File: src/rtl/port_sram_matcher_pkg.sv
// Shared types and sizing for the SRAM pool allocators.
package hydra_pkg;

  localparam int NUM_SRAM   = 32;
  localparam int FREE_W     = 11;
  localparam int PAGE_SHIFT = 3;
  localparam int PORT_W     = 4;
  localparam int LEN_W      = 9;
  localparam int SW         = $clog2(NUM_SRAM);

  typedef logic [SW-1:0]     sram_idx_t;
  typedef logic [FREE_W-1:0] free_t;

  typedef enum logic [1:0] {IDLE, SCAN, LOCK, DONE} match_state_e;

  // Round the word count up to whole pages; an empty packet still occupies one page.
  function automatic free_t calc_need_pages(input logic [LEN_W-1:0] len);
    logic [9:0] sum;
    sum = {1'b0, len} + 10'((1 << PAGE_SHIFT) - 1);
    sum = sum >> PAGE_SHIFT;
    if (sum == '0) sum = 10'd1;
    return free_t'(sum);
  endfunction

endpackage

File: src/rtl/port_sram_matcher_if.sv
// Frontend request/response and lock-arbiter handshake of one port's SRAM matcher.
interface port_sram_matcher_if;
  import hydra_pkg::*;

  logic                       match_enable;
  logic [PORT_W-1:0]          new_dest_port;
  logic [LEN_W-1:0]           new_length;
  logic [NUM_SRAM*FREE_W-1:0] sram_free;
  logic [NUM_SRAM-1:0]        sram_locked;
  logic                       lock_req;
  sram_idx_t                  lock_sram;
  logic                       lock_gnt;
  logic                       lock_nack;
  logic                       match_end;
  sram_idx_t                  matched_sram;
  logic [PORT_W-1:0]          matched_dest;

  modport master (
    output match_enable, new_dest_port, new_length, sram_free, sram_locked, lock_gnt, lock_nack,
    input  lock_req, lock_sram, match_end, matched_sram, matched_dest
  );

  modport slave (
    input  match_enable, new_dest_port, new_length, sram_free, sram_locked, lock_gnt, lock_nack,
    output lock_req, lock_sram, match_end, matched_sram, matched_dest
  );

endinterface

File: src/rtl/port_sram_matcher_sram_best_tracker.sv
// Holds the best (index, free) candidate seen so far; a later candidate must be strictly larger.
module sram_best_tracker
  import hydra_pkg::*;
(
  input  logic      clk,
  input  logic      rst_n,
  input  logic      clear_i,
  input  logic      valid_i,
  input  sram_idx_t idx_i,
  input  free_t     free_i,
  output logic      best_vld_next_o,
  output sram_idx_t best_idx_o
);

  logic      best_vld_q, best_vld_d;
  sram_idx_t best_idx_q, best_idx_d;
  free_t     best_free_q, best_free_d;
  logic      take;

  always_comb begin
    take        = valid_i && (!best_vld_q || (free_i > best_free_q));
    best_vld_d  = best_vld_q;
    best_idx_d  = best_idx_q;
    best_free_d = best_free_q;
    if (clear_i) begin
      best_vld_d = 1'b0;
    end else if (take) begin
      best_vld_d  = 1'b1;
      best_idx_d  = idx_i;
      best_free_d = free_i;
    end
  end

  always_ff @(posedge clk or negedge rst_n) begin
    if (!rst_n) begin
      best_vld_q  <= 1'b0;
      best_idx_q  <= '0;
      best_free_q <= '0;
    end else begin
      best_vld_q  <= best_vld_d;
      best_idx_q  <= best_idx_d;
      best_free_q <= best_free_d;
    end
  end

  // The end-of-pass decision must include the bank examined in that same cycle.
  assign best_vld_next_o = best_vld_d;
  assign best_idx_o      = best_idx_q;

endmodule

File: src/rtl/port_sram_matcher.sv
// Per-port SRAM allocator: scans all banks one per cycle, picks the roomiest eligible one, locks it.
module port_sram_matcher
  import hydra_pkg::*;
(
  input logic                 clk,
  input logic                 rst_n,
  port_sram_matcher_if.slave  mif
);

  match_state_e      state_q, state_d;
  sram_idx_t         idx_q, idx_d;
  free_t             need_q, need_d;
  logic [PORT_W-1:0] dest_q, dest_d;
  sram_idx_t         matched_q, matched_d;
  logic              arm_q, arm_d;

  free_t     cur_free;
  logic      eligible;
  logic      last_idx;
  logic      trk_clear;
  logic      best_vld_next;
  sram_idx_t best_idx;

  assign cur_free = mif.sram_free[idx_q*FREE_W +: FREE_W];
  assign eligible = !mif.sram_locked[idx_q] && (cur_free >= need_q);
  assign last_idx = (idx_q == sram_idx_t'(NUM_SRAM - 1));

  sram_best_tracker u_tracker (
    .clk             (clk),
    .rst_n           (rst_n),
    .clear_i         (trk_clear),
    .valid_i         ((state_q == SCAN) && eligible),
    .idx_i           (idx_q),
    .free_i          (cur_free),
    .best_vld_next_o (best_vld_next),
    .best_idx_o      (best_idx)
  );

  always_comb begin
    state_d   = state_q;
    idx_d     = idx_q;
    need_d    = need_q;
    dest_d    = dest_q;
    matched_d = matched_q;
    trk_clear = 1'b0;
    // A completed request re-arms only after the frontend has dropped match_enable.
    arm_d     = arm_q | ~mif.match_enable;
    case (state_q)
      IDLE: begin
        trk_clear = 1'b1;
        idx_d     = '0;
        if (mif.match_enable && arm_q) begin
          need_d  = calc_need_pages(mif.new_length);
          dest_d  = mif.new_dest_port;
          state_d = SCAN;
        end
      end
      SCAN: begin
        if (!mif.match_enable) begin
          state_d = IDLE;
        end else if (last_idx) begin
          idx_d = '0;
          if (best_vld_next) state_d = LOCK;
        end else begin
          idx_d = sram_idx_t'(idx_q + 1'b1);
        end
      end
      LOCK: begin
        // A grant is honoured even when the frontend aborts in the same cycle.
        if (mif.lock_gnt) begin
          matched_d = best_idx;
          state_d   = DONE;
        end else if (!mif.match_enable) begin
          state_d = IDLE;
        end else if (mif.lock_nack) begin
          trk_clear = 1'b1;
          idx_d     = '0;
          state_d   = SCAN;
        end
      end
      DONE: begin
        arm_d   = 1'b0;
        state_d = IDLE;
      end
      default: state_d = IDLE;
    endcase
  end

  always_ff @(posedge clk or negedge rst_n) begin
    if (!rst_n) begin
      state_q   <= IDLE;
      idx_q     <= '0;
      need_q    <= '0;
      dest_q    <= '0;
      matched_q <= '0;
      arm_q     <= 1'b1;
    end else begin
      state_q   <= state_d;
      idx_q     <= idx_d;
      need_q    <= need_d;
      dest_q    <= dest_d;
      matched_q <= matched_d;
      arm_q     <= arm_d;
    end
  end

  assign mif.lock_req     = (state_q == LOCK);
  assign mif.lock_sram    = (state_q == LOCK) ? best_idx : '0;
  assign mif.match_end    = (state_q == DONE);
  assign mif.matched_sram = matched_q;
  assign mif.matched_dest = dest_q;

endmodule

File: src/flat_wrapper.sv
// flat-port wrapper written by rule: the top's interface ports become plain ports
module port_sram_matcher_flat import hydra_pkg::*;
  (clk, rst_n, mif_match_enable, mif_new_dest_port, mif_new_length, mif_sram_free, mif_sram_locked, mif_lock_gnt, mif_lock_nack, mif_lock_req, mif_lock_sram, mif_match_end, mif_matched_sram, mif_matched_dest);
  port_sram_matcher_if mif_i ();
  input logic clk;
  input logic rst_n;
  input wire logic [$bits(mif_i.match_enable)-1:0] mif_match_enable;
  input wire logic [$bits(mif_i.new_dest_port)-1:0] mif_new_dest_port;
  input wire logic [$bits(mif_i.new_length)-1:0] mif_new_length;
  input wire logic [$bits(mif_i.sram_free)-1:0] mif_sram_free;
  input wire logic [$bits(mif_i.sram_locked)-1:0] mif_sram_locked;
  input wire logic [$bits(mif_i.lock_gnt)-1:0] mif_lock_gnt;
  input wire logic [$bits(mif_i.lock_nack)-1:0] mif_lock_nack;
  output wire logic [$bits(mif_i.lock_req)-1:0] mif_lock_req;
  output wire logic [$bits(mif_i.lock_sram)-1:0] mif_lock_sram;
  output wire logic [$bits(mif_i.match_end)-1:0] mif_match_end;
  output wire logic [$bits(mif_i.matched_sram)-1:0] mif_matched_sram;
  output wire logic [$bits(mif_i.matched_dest)-1:0] mif_matched_dest;
  assign mif_i.match_enable = mif_match_enable;
  assign mif_i.new_dest_port = mif_new_dest_port;
  assign mif_i.new_length = mif_new_length;
  assign mif_i.sram_free = mif_sram_free;
  assign mif_i.sram_locked = mif_sram_locked;
  assign mif_i.lock_gnt = mif_lock_gnt;
  assign mif_i.lock_nack = mif_lock_nack;
  assign mif_lock_req = mif_i.lock_req;
  assign mif_lock_sram = mif_i.lock_sram;
  assign mif_match_end = mif_i.match_end;
  assign mif_matched_sram = mif_i.matched_sram;
  assign mif_matched_dest = mif_i.matched_dest;
  port_sram_matcher u_core (.clk(clk), .rst_n(rst_n), .mif(mif_i));
endmodule
File: config.mk
export PLATFORM = sky130hd
export DESIGN_NAME = port_sram_matcher_flat
export DESIGN_NICKNAME = d
export VERILOG_FILES = /design/src/rtl/port_sram_matcher_pkg.sv /design/src/rtl/port_sram_matcher_if.sv /design/src/rtl/port_sram_matcher_sram_best_tracker.sv /design/src/rtl/port_sram_matcher.sv /design/src/flat_wrapper.sv
export SDC_FILE = /design/constraint.sdc
export NUM_CORES = 1
export LEC_CHECK = 0
export ABC_AREA = 1
export BUFFER_PORTS_ARGS = -buffer_cell sky130_fd_sc_hd__buf_4
export CAP_MARGIN = 20
export CORE_AREA = 2 2 161 163
export DETAILED_ROUTE_END_ITERATION = 12
export DIE_AREA = 0 0 163 165
export PLACE_DENSITY = 0.58
export SETUP_SLACK_MARGIN = 0.5
export SKIP_CTS_REPAIR_TIMING = 1
export SLEW_MARGIN = 20
export SYNTH_ARGS = -nofsm -noshare
export SYNTH_HDL_FRONTEND = slang
export SYNTH_SLANG_ARGS = --single-unit
File: constraint.sdc
create_clock -name clk -period 5.6 [get_ports clk]
set_clock_uncertainty 0.05 [all_clocks]
set_input_delay 0.28 -clock clk [delete_from_list [all_inputs] [get_ports clk]]
set_output_delay 0.28 -clock clk [all_outputs]
set_load 0.005 [all_outputs]
# Word-level counts from Yosys, hierarchy flattened
# Cells that the tools add are included.
# classes
n_addsub	2
mul	1
order_cmp	3
n_eq_ne	12
shifts	1
n_mux	25
bitwise	3
n_reduce_logical	15
# ops
op	count
$shiftx A352 B10 Y11	1
$mux W5	6
$pmux W5 S3	1
$mux W2	7
$ge A11 B10 Y1	1
$gt A11 B11 Y1	1
$add A9 B3 Y10 const B	1
$logic_not A10 Y1	1
$mul A5 B4 Y9 const B	1
$ne A2 B2 Y1 const B	4
$pmux W2 S4	1
$mux W1	7
$mux W7	1
$lt A5 B6 Y1 const B	1
$reduce_and A2 Y1	3
$add A5 B1 Y5 const B	1
$bmux W1 S5	1
$eq A5 B5 Y1 const B	1
$reduce_and A5 Y1	1
$eq A2 B2 Y1 const B	2
$logic_and A1 B1 Y1	4
$ne A4 B4 Y1 const B	1
$reduce_and A4 Y1	1
$ne A3 B2 Y1 const B	1
other kinds (10)	12
# word_totals
register_bits	44
input_bits	402
out_inout_bits	16
elab_cells	71

# Depth between registers and ports, before layout
# Gate-level depths: netlist of the first run.
# depth
ltp_word	12
mapped_depth	29
mapped_depth_nobuf	24

# By module
# Synthesis of the first run repeated with hierarchy kept, for this count alone.
# unflattened
cells_unflattened	1077
area_unflattened_um2	6090.8
# modules_own_cells
module	n_inst	cells_per_inst	area_per_inst_um2	seq_area_each_um2
port_sram_matcher	1	947	5072.4	601.8
sram_best_tracker	1	130	1018.5	425.4

# Worst setup path after synthesis of the first run
# OpenSTA, ideal clock, no wires.
# synth_timing
kind	flip-flop to flip-flop
startpoint	reg u_core.idx_q[0]
endpoint	reg u_core.u_tracker.best_free_q[9]
setup_time_ps	121
arrival_time_ps	3042
required_ps	5429
setup_slack_ps	2388
stages_incl_launch_ff	26
n_path_buf	6
period_less_slack_ps	3212
path_cell_list	dfrtp_1 > buf_4 > buf_6 > buf_6 > buf_4 > buf_4 > mux2i_1 > o21ai_1 > a21oi_1 > o31ai_1 > ha_1 > a21oi_1 > nand2_1 > nand2_1 > nand2_1 > nand2_1 > nand2_1 > nand2_1 > nand2_1 > nor2_1 > nand3_2 > nand3_4 > inv_4 > buf_6 > nand2_1 > o21ai_1
# synth_via
elab_chain_cells	7
word_cells_on_any_way	12
classes_between	mul: 1; order compare: 2; shift: 1; mux: 2; reduce/logical: 6
# synth_lines
item	line	source
from (decl)	port_sram_matcher.sv:11	sram_idx_t idx_q, idx_d;
from (signal assigned)	port_sram_matcher.sv:99	idx_q <= idx_d;
$mul A5 B4 Y9 *	port_sram_matcher.sv:24	assign cur_free = mif.sram_free[idx_q*FREE_W +: FREE_W];
$shiftx A352 B10 Y11 *	port_sram_matcher.sv:24	
net u_core.cur_free[2]	port_sram_matcher.sv:17	free_t cur_free;
$ge A11 B10 Y1	port_sram_matcher.sv:25	assign eligible = !mif.sram_locked[idx_q] && (cur_free >= need_q);
$logic_and A1 B1 Y1	port_sram_matcher.sv:25	
$logic_and A1 B1 Y1	port_sram_matcher.sv:32	.valid_i ((state_q == SCAN) && eligible),
$logic_and A1 B1 Y1 *	port_sram_matcher_sram_best_tracker.sv:21	take = valid_i && (!best_vld_q || (free_i > best_free_q));
$reduce_and A2 Y1 (no source line) *	--	
to (signal assigned)	port_sram_matcher_sram_best_tracker.sv:42	best_free_q <= best_free_d;
to (decl)	port_sram_matcher_sram_best_tracker.sv:17	free_t best_free_q, best_free_d;
# Mark *: on every way through the listed nets, which the timed path passes. The rest lies on a longest branch. The select of a mux whose other input is x is not followed.
# A chain may end at the register's enable or synchronous reset.

# Final worst setup path of the first run
# layout_timing
startpoint	reg u_core.idx_q[0]
endpoint	reg u_core.u_tracker.best_free_q[6]
# layout_via
elab_chain_cells	7
word_cells_on_any_way	12
classes_between	mul: 1; order compare: 2; shift: 1; mux: 2; reduce/logical: 6
# layout_lines
item	line
$mul A5 B4 Y9 *	port_sram_matcher.sv:24
$shiftx A352 B10 Y11 *	port_sram_matcher.sv:24
net u_core.cur_free[6]	port_sram_matcher.sv:17
$ge A11 B10 Y1	port_sram_matcher.sv:25
$logic_and A1 B1 Y1	port_sram_matcher.sv:25
$logic_and A1 B1 Y1	port_sram_matcher.sv:32
$logic_and A1 B1 Y1	port_sram_matcher_sram_best_tracker.sv:21
$reduce_and A2 Y1 (no source line)	--
# Marks and branches as above.

==> impl_metrics.yaml, run 1 <==
route:
  via_per_inst: 4.94
  vias: 8633
  routedWlPerCell_um: 18.5
  first_pass_iters: 5
  wl_mm: 32.2
  drtAntennaViolNets: 0
  drtIter0Drc: 606
  drc_errors: 0
grt:
  antenna_found_initial: 1
  grt_overflow: 0
  grt_max_degree: 156
  grt_usage_pct: 22.8
  grt_pass1_wl_mm: 47.5
  grt_pass1_vias: 8362
clock_network:
  cts_max_path_buffers: 2
  clkTransAtPathRegs_ps: 70
  clk_latency_ps: 290
  cts_tree: "done"
  cts_num_sinks: 41
  cts-htree-levels: 2
  cts_root_buffer: "clkbuf_16"
  cts_inserted_buffers: 5
synthesis:
  synth-xor-area-share_pct: 0.147
  synth_mux_area_share_pct: 1.01
  synth_common_cells: "nand2_1, nor2_1, o21ai_0, nand3_1, o22ai_1"
  yosysWarnings: 0
  ys_seq_elements: 41
  syn-num-nets: 1484
  synth_ff_type: "dfrtp_1"
  ys_types: 37
  seq_area_frac_synth_pct: 17.3
  synth_compound_area_share_pct: 27.3
  synthArstFlopShare_pct: 100
  synth_most_common_cell: "nand2_1"
  yosysTopAreaCell: "nand2_1"
  synth_area_leaders: "nand2_1, dfrtp_1, o21ai_0, nor2_1, nand3_1"
  synth_adder_area_share_pct: 4.21
  yosysTopAreaCellShare_pct: 16.9
  synth_edf_count: 0
  syn_avg_cell_area_sq_um: 5.60
  synth_simple_gate_area_share_pct: 38.2
  synth_top_family_by_area: "simple AND/OR/NAND/NOR gates"
  synth_area_sq_um: 5940
  netlist_instances: 1062
min_path:
  hold_end: "u_core.mif.matched_dest[1]"
  hold_path_depth: 3
  hp-start: "mif_new_dest_port[1]"
  min_path_type: "primary input to flop"
power_and_ir_drop:
  total_power_mw: 3.39
  seq_power_share_pct: 15.1
  swShare_pct: 53.7
  leakage_nw: 4.68
  vdd_drop_max_mv: 0.242
  switching_power_mw: 1.82
  pwr-share-comb_pct: 74.7
  power_frac_clock_pct: 10.2
  p_per_area_nw_per_um2: 365
  p_int_mw: 1.57
timing:
  drv_slew: 0
  rsz0062_at_grt: "no"
  finalHoldViolCount: 0
  finalSetupViolCount: 0
  min_period_over_period_pct: 77.1
  finalSetupTns_ps: 0
  relSlewSlack_pct: 30.7
  hold_ws_ps: 145
  max_freq_mhz: 232
  fin_crit_ps: 4320
  worstMarginPinSlew_ps: 1040
worst_setup_path:
  critPathSlowestCell: "inv_4"
  cp_common_cell: "nand2_1"
  critPathTopFamily: "compound AO/OA/AOI/OAI gates"
  critical_path_buf_inv_count: 2
  rr_startpoint: "u_core.idx_q[0]"
  crit_fanout: 104
  worstPathRequired_ps: 5720
  end_kind: "flop"
  reg2reg_to: "u_core.u_tracker.best_free_q[6]"
  cpPeakStageDelay_ps: 770
  path_cells: "inv_4 -> o21ai_0 -> o22ai_1 -> a21oi_1 -> o31ai_1 -> ha_1 -> nand2_1 -> nor3_1 -> a211oi_1 -> nand2_1 -> nor2_1 -> nand3_2 -> nand3_4 -> inv_4 -> nand2_1 -> o21ai_1"
  cp-start-kind: "flop"
  worst-setup-path-type: "flop to flop"
  cp_data_arrival_time_ps: 4440
  rr_worst_depth: 16
  r2r_slack_ps: 1280
die:
  initial_core_util_pct: 23.7
  die_area_sq_um: 26900
  coreArea_sq_um: 25000
  die_h_um: 165
  die_x_um: 163
  pin_count: 418
  rows: 58
cells_and_area:
  final_area_sq_um: 9280
  final-instance-count-excl-fill: 1747
  area_growth_pct: 56.2
  num-fill-cells: 2827
  drive_above_1_share_pct: 31.5
  fin_nets: 1837
placed_design:
  placedCellCount: 1737
  placed_area_sq_um: 9100
  dp_hpwl_mm: 25.3
  place_congestion: 0.912
  portBuffers: 417
run:
  max_cap_viol_count: 0
outcome:
  status: "finished clean"
==> stage by stage <==
stage | util, % | setup slack (ps)
6_report | 37.1 | 1280
5_1_grt | 37.1 | 919
4_1_cts | 37.0 | 1320
3_5_place_dp | 36.3 | 1340
3_3_place_gp | 36.3 | 1360
2_1_floorplan | - | 2390
==> cells in the final DEF (no fill, tap or decap), drive strengths merged, types with 3 or more instances in the layout <==
cell type | netlist | final
o211ai | 10 | 10
nor2 | 192 | 192
o221ai | 4 | 4
o31ai | 5 | 5
mux2i | 6 | 6
a21oi | 40 | 40
nand3 | 84 | 84
nand2 | 267 | 267
clkbuf | 24 | 7
o21ai | 179 | 179
o22ai | 57 | 57
inv | 54 | 54
dfrtp | 40 | 40
nor3 | 7 | 7
ha | 20 | 20
nand4 | 3 | 3
nor4 | 3 | 3
buf | 57 | 426
==> worst max path at each step <==
stage                          from  slack, ps  depth (start not counted)                         endpoint
floorplan           u_core.idx_q[0]       2390                         25  u_core.u_tracker.best_free_q[9]
global route        u_core.idx_q[0]        920                         19  u_core.u_tracker.best_free_q[6]
CTS                 u_core.idx_q[0]       1320                         16  u_core.u_tracker.best_free_q[6]
global placement    u_core.idx_q[0]       1360                         16  u_core.u_tracker.best_free_q[5]
finish              u_core.idx_q[0]       1280                         16  u_core.u_tracker.best_free_q[6]
detailed placement  u_core.idx_q[0]       1340                         16  u_core.u_tracker.best_free_q[6]
==> state kept, by name (all words and copies together) (netlist names) <==
| register | count |
|---|---|
| u_core.u_tracker.best_free_q | 11 |
| u_core.need_q | 7 |
| u_core.idx_q | 5 |
| u_core.mif.matched_sram | 5 |
| u_core.u_tracker.best_idx_o | 5 |
| u_core.mif.matched_dest | 4 |
| u_core.state_q | 2 |
| u_core.arm_q | 1 |
| u_core.u_tracker.best_vld_q | 1 |
==> cell families (layout without fill, tap and decap cells) <==
family,count (synthesis),count (layout)
other cells,0,1
xor+xnor,1,1
mux,6,6
compound gates,298,298
simple gates,559,559
fa+ha+maj,20,20
flops,41,41
buf+inv,137,491
==> power groups by stage <==
stage          clock (mW)  combinational [mW]  sequential, mW
2_1_floorplan           0                1.83           0.466
3_3_place_gp            0                2.52           0.518
3_5_place_dp            0                2.54           0.519
4_1_cts             0.354                2.55           0.514
5_1_grt             0.364                2.87           0.529
6_report            0.345                2.53           0.513
==> cell type report <==
type                            instances  area (sq um)  area share, %
Antenna cell                            1          2.50         0.0270
Clock buffer                            7           143           1.54
Clock inverter                          1          30.0          0.324
Inverter                               56           215           2.32
Multi-Input combinational cell        884          4210           45.4
Sequential cell                        41          1030           11.1
Tap cell                              330           413           4.45
Timing Repair Buffer                  427          3230           34.8
==> metal layers <==
| metal | up-vias | part of all wire [%] | track usage, % |
|---|---|---|---|
| met5 | - | 0 | 0 |
| met4 | 0 | 2.6 | 7.04 |
| met3 | 41 | 7.3 | 3.82 |
| met2 | 396 | 49 | 41.0 |
| met1 | 3911 | 41 | 27.7 |
| li1 | 4285 | - | - |
==> worst register-to-register path: stages (launching register included) <==
cell	delay (ps)
dfrtp_4	660
inv_4	790
o21ai_0	290
o22ai_1	280
a21oi_1	130
o31ai_1	540
ha_1	350
nand2_1	90
nor3_1	50
a211oi_1	160
nand2_1	100
nor2_1	130
nand3_2	120
nand3_4	170
inv_4	120
nand2_1	90
o21ai_1	70
Note: power is estimated with default switching activity, not from simulation.
==> inputs of run 2 (changes only) <==
--- a/config.mk
+++ b/config.mk
@@ -5,12 +5,12 @@
 export SDC_FILE = /design/constraint.sdc
 export NUM_CORES = 1
 export LEC_CHECK = 0
-export ABC_AREA = 1
+export ABC_AREA = 0
 export BUFFER_PORTS_ARGS = -buffer_cell sky130_fd_sc_hd__buf_4
 export CAP_MARGIN = 20
-export CORE_AREA = 2 2 161 163
+export CORE_AREA = 2 2 163 165
 export DETAILED_ROUTE_END_ITERATION = 12
-export DIE_AREA = 0 0 163 165
+export DIE_AREA = 0 0 165 167
 export PLACE_DENSITY = 0.58
 export SETUP_SLACK_MARGIN = 0.5
 export SKIP_CTS_REPAIR_TIMING = 1
==> constraint.sdc (replaced) <==
create_clock -name clk -period 3.76 [get_ports clk]
set_clock_uncertainty 0.05 [all_clocks]
set_input_delay 0.188 -clock clk [delete_from_list [all_inputs] [get_ports clk]]
set_output_delay 0.188 -clock clk [all_outputs]
set_load 0.005 [all_outputs]
==> impl_metrics.yaml, run 2 <==
outcome:
  status: "finished with violations"
  violations: "negative setup slack"
synthesis:
  ys_types: 53
  synth_edf_count: 0
  ys_seq_elements: 41
  netlist_instances: 534
  synth_area_sq_um: 5650
  yosysTopAreaCellShare_pct: 17.9
  syn_avg_cell_area_sq_um: 10.6
  synthArstFlopShare_pct: 100
  yosysWarnings: 0
  yosysTopAreaCell: "mux4_2"
  synth_area_leaders: "mux4_2, dfrtp_1, mux2i_1, mux4_1, mux2_2"
  synth_ff_type: "dfrtp_1"
  syn-num-nets: 956
  synth_common_cells: "mux2i_1, mux4_2, nand2_1, dfrtp_1, o221ai_1"
  synth_most_common_cell: "mux2i_1"
  seq_area_frac_synth_pct: 18.2
power_and_ir_drop:
  leakage_nw: 4.76
  p_per_area_nw_per_um2: 381
  vdd_drop_max_mv: 0.206
route:
  routedWlPerCell_um: 20.4
  first_pass_iters: 7
  drtIter0Drc: 357
  wl_mm: 27.3
  vias: 6564
  drtAntennaViolNets: 0
  drc_errors: 0
  via_per_inst: 4.91
cells_and_area:
  fin_nets: 1422
  largest_registers: "u_core.u_tracker.best_free_q (11), u_core.need_q (7)"
  layout_common_cells: "buf_4, mux2i_1, mux4_2"
  drive_above_1_share_pct: 66.8
  num-fill-cells: 2523
  multi_input_area_sq_um: 4780
  largest_register_ffs: 11
  layout_commonest_cell: "buf_4"
  final_area_sq_um: 10600
  area_growth_pct: 87.0
  layout.area.seq_sq_um: 1040
  diodes: 0
  top_register: "u_core.u_tracker.best_free_q"
placed_design:
  place_congestion: 0.927
  dp_hpwl_mm: 22.3
  portBuffers: 417
  placed_area_sq_um: 9580
grt:
  grt_usage_pct: 17.8
  grt_pass1_wl_mm: 37.6
  grt_overflow: 0
  grt_pass1_vias: 6813
  grt_max_degree: 42
  antenna_found_initial: 0
clock_network:
  cts_num_sinks: 41
  clk_latency_ps: 290
  cts_root_buffer: "clkbuf_16"
  cts-htree-levels: 2
  clkTransAtPathRegs_ps: 60
  cts_tree: "done"
  cts_max_path_buffers: 2
  cts_inserted_buffers: 5
timing:
  hold_ws_ps: 49.4
  relSlewSlack_pct: 53.1
  min_period_over_period_pct: 103
  drv_slew: 0
  setup_slack_ps: -109
  fin_crit_ps: 3870
  rsz0062_at_grt: "yes"
  finalHoldViolCount: 0
  finalSetupViolCount: 16
  max_freq_mhz: 258
  worstMarginPinSlew_ps: 702
die:
  coreArea_sq_um: 25800
  initial_core_util_pct: 21.9
  die_x_um: 165
  pin_count: 418
  die_h_um: 167
  rows: 59
  die_area_sq_um: 27600
min_path:
  hp-start: "mif_match_enable"
  hold_end: "u_core.arm_q"
  hold_path_depth: 2
  min_path_type: "primary input to flop"
worst_setup_path:
  critPathTopFamily: "multiplexers"
  reg2reg_to: "u_core.u_tracker.best_free_q[9]"
  critical_path_buf_inv_count: 2
  path_cells: "clkbuf_16 -> mux4_1 -> mux2_2 -> mux4_2 -> ha_4 -> nand3_1 -> or3_4 -> nand2_1 -> o211ai_1 -> o311ai_4 -> clkbuf_16 -> mux2_4"
  rr_worst_depth: 12
  cp_common_cell: "clkbuf_16"
  cp-start-kind: "flop"
  cp-startpoint: "u_core.idx_q[2]"
  end_kind: "flop"
  worst-setup-path-type: "flop to flop"
  critPathSlowestCell: "mux4_1"
  r2r_slack_ps: -110
  cp_data_arrival_time_ps: 4000
  worstPathRequired_ps: 3890
  crit_fanout: 8
  cpPeakStageDelay_ps: 530
  rr_startpoint: "u_core.idx_q[2]"
run:
  max_cap_viol_count: 0
-- run 2: changes by cell type after synthesis, moves of 34 or more --
| cell | delta |
|---|---|
| nand3_1 | -66 |
| o21ai_0 | -138 |
| o22ai_1 | -41 |
| mux2i_1 | +77 |
| mux4_2 | +45 |
| o21ai_1 | -34 |
| nand2_1 | -223 |
| nor2_1 | -182 |
-- run 2: cell families (layout without fill, tap and decap cells) --
logic type	count (synthesis)	in the layout	share of synthesized area (%)
mux	177	177	46.4
simple gates	113	113	9.96
compound gates	112	112	14.7
buf+inv	66	533	5.53
flops	41	41	18.2
fa+ha+maj	20	20	4.43
xor+xnor	5	5	0.774
-- run 2: worst max path at each step --
stage	to	slack [ps]	cells after the start
floorplan	u_core.u_tracker.best_free_q[10]	10	16
global placement	u_core.u_tracker.best_free_q[6]	-110	12
CTS	u_core.u_tracker.best_free_q[3]	-180	16
detailed placement	u_core.u_tracker.best_free_q[3]	-150	16
finish	u_core.u_tracker.best_free_q[9]	-110	12
global route	u_core.u_tracker.best_free_q[9]	-230	14
-- run 2: area by class of cell --
type | instances | share of cell area, %
clock buffer | 6 | 1.31
clock inverter | 2 | 0.355
inverter | 23 | 0.816
multi-input combinational | 427 | 45.2
sequential | 41 | 9.81
tap | 335 | 3.96
timing repair buffer | 502 | 38.6
-- run 2: worst reg2reg max path, cell delays in order (launching register included) --
cell and delay, ps:
dfrtp_4 480, clkbuf_16 170, mux4_1 530, mux2_2 280, mux4_2 520, ha_4 300, nand3_1 100, or3_4 400
nand2_1 70, o211ai_1 140, o311ai_4 150, clkbuf_16 250, mux2_4 300
-- run 2: stage by stage --
stage	instances	setup TNS, ps	setup slack [ps]	utilization, %	total power, mW
floorplan	534	0	9.75	-	2.08
global placement	1306	-1540	-105	37.2	2.96
detailed placement	1306	-2150	-152	37.2	2.97
CTS	1314	-2550	-176	37.9	3.51
global route	1336	-3270	-230	41.0	4.31
finish	1336	-1270	-109	41.0	4.03
-- run 2: layer usage --
layer | part of all wire, % | vias up | wire length [um] | GRT usage, %
li1 | - | 3074 | - | -
met1 | 38 | 3163 | 10300 | 20.9
met2 | 53 | 306 | 14500 | 33.9
met3 | 7.6 | 21 | 2080 | 3.01
met4 | 1.3 | 0 | 344 | 2.80
met5 | 0 | - | 0 | 0
-- run 2: report_power, final --
part           leakage, nW  total (mW)  switching (mW)  internal (mW)
logic                 4.17        2.86            1.19           1.67
clock network       0.0831       0.517           0.185          0.332
registers            0.505       0.652          0.0959          0.556
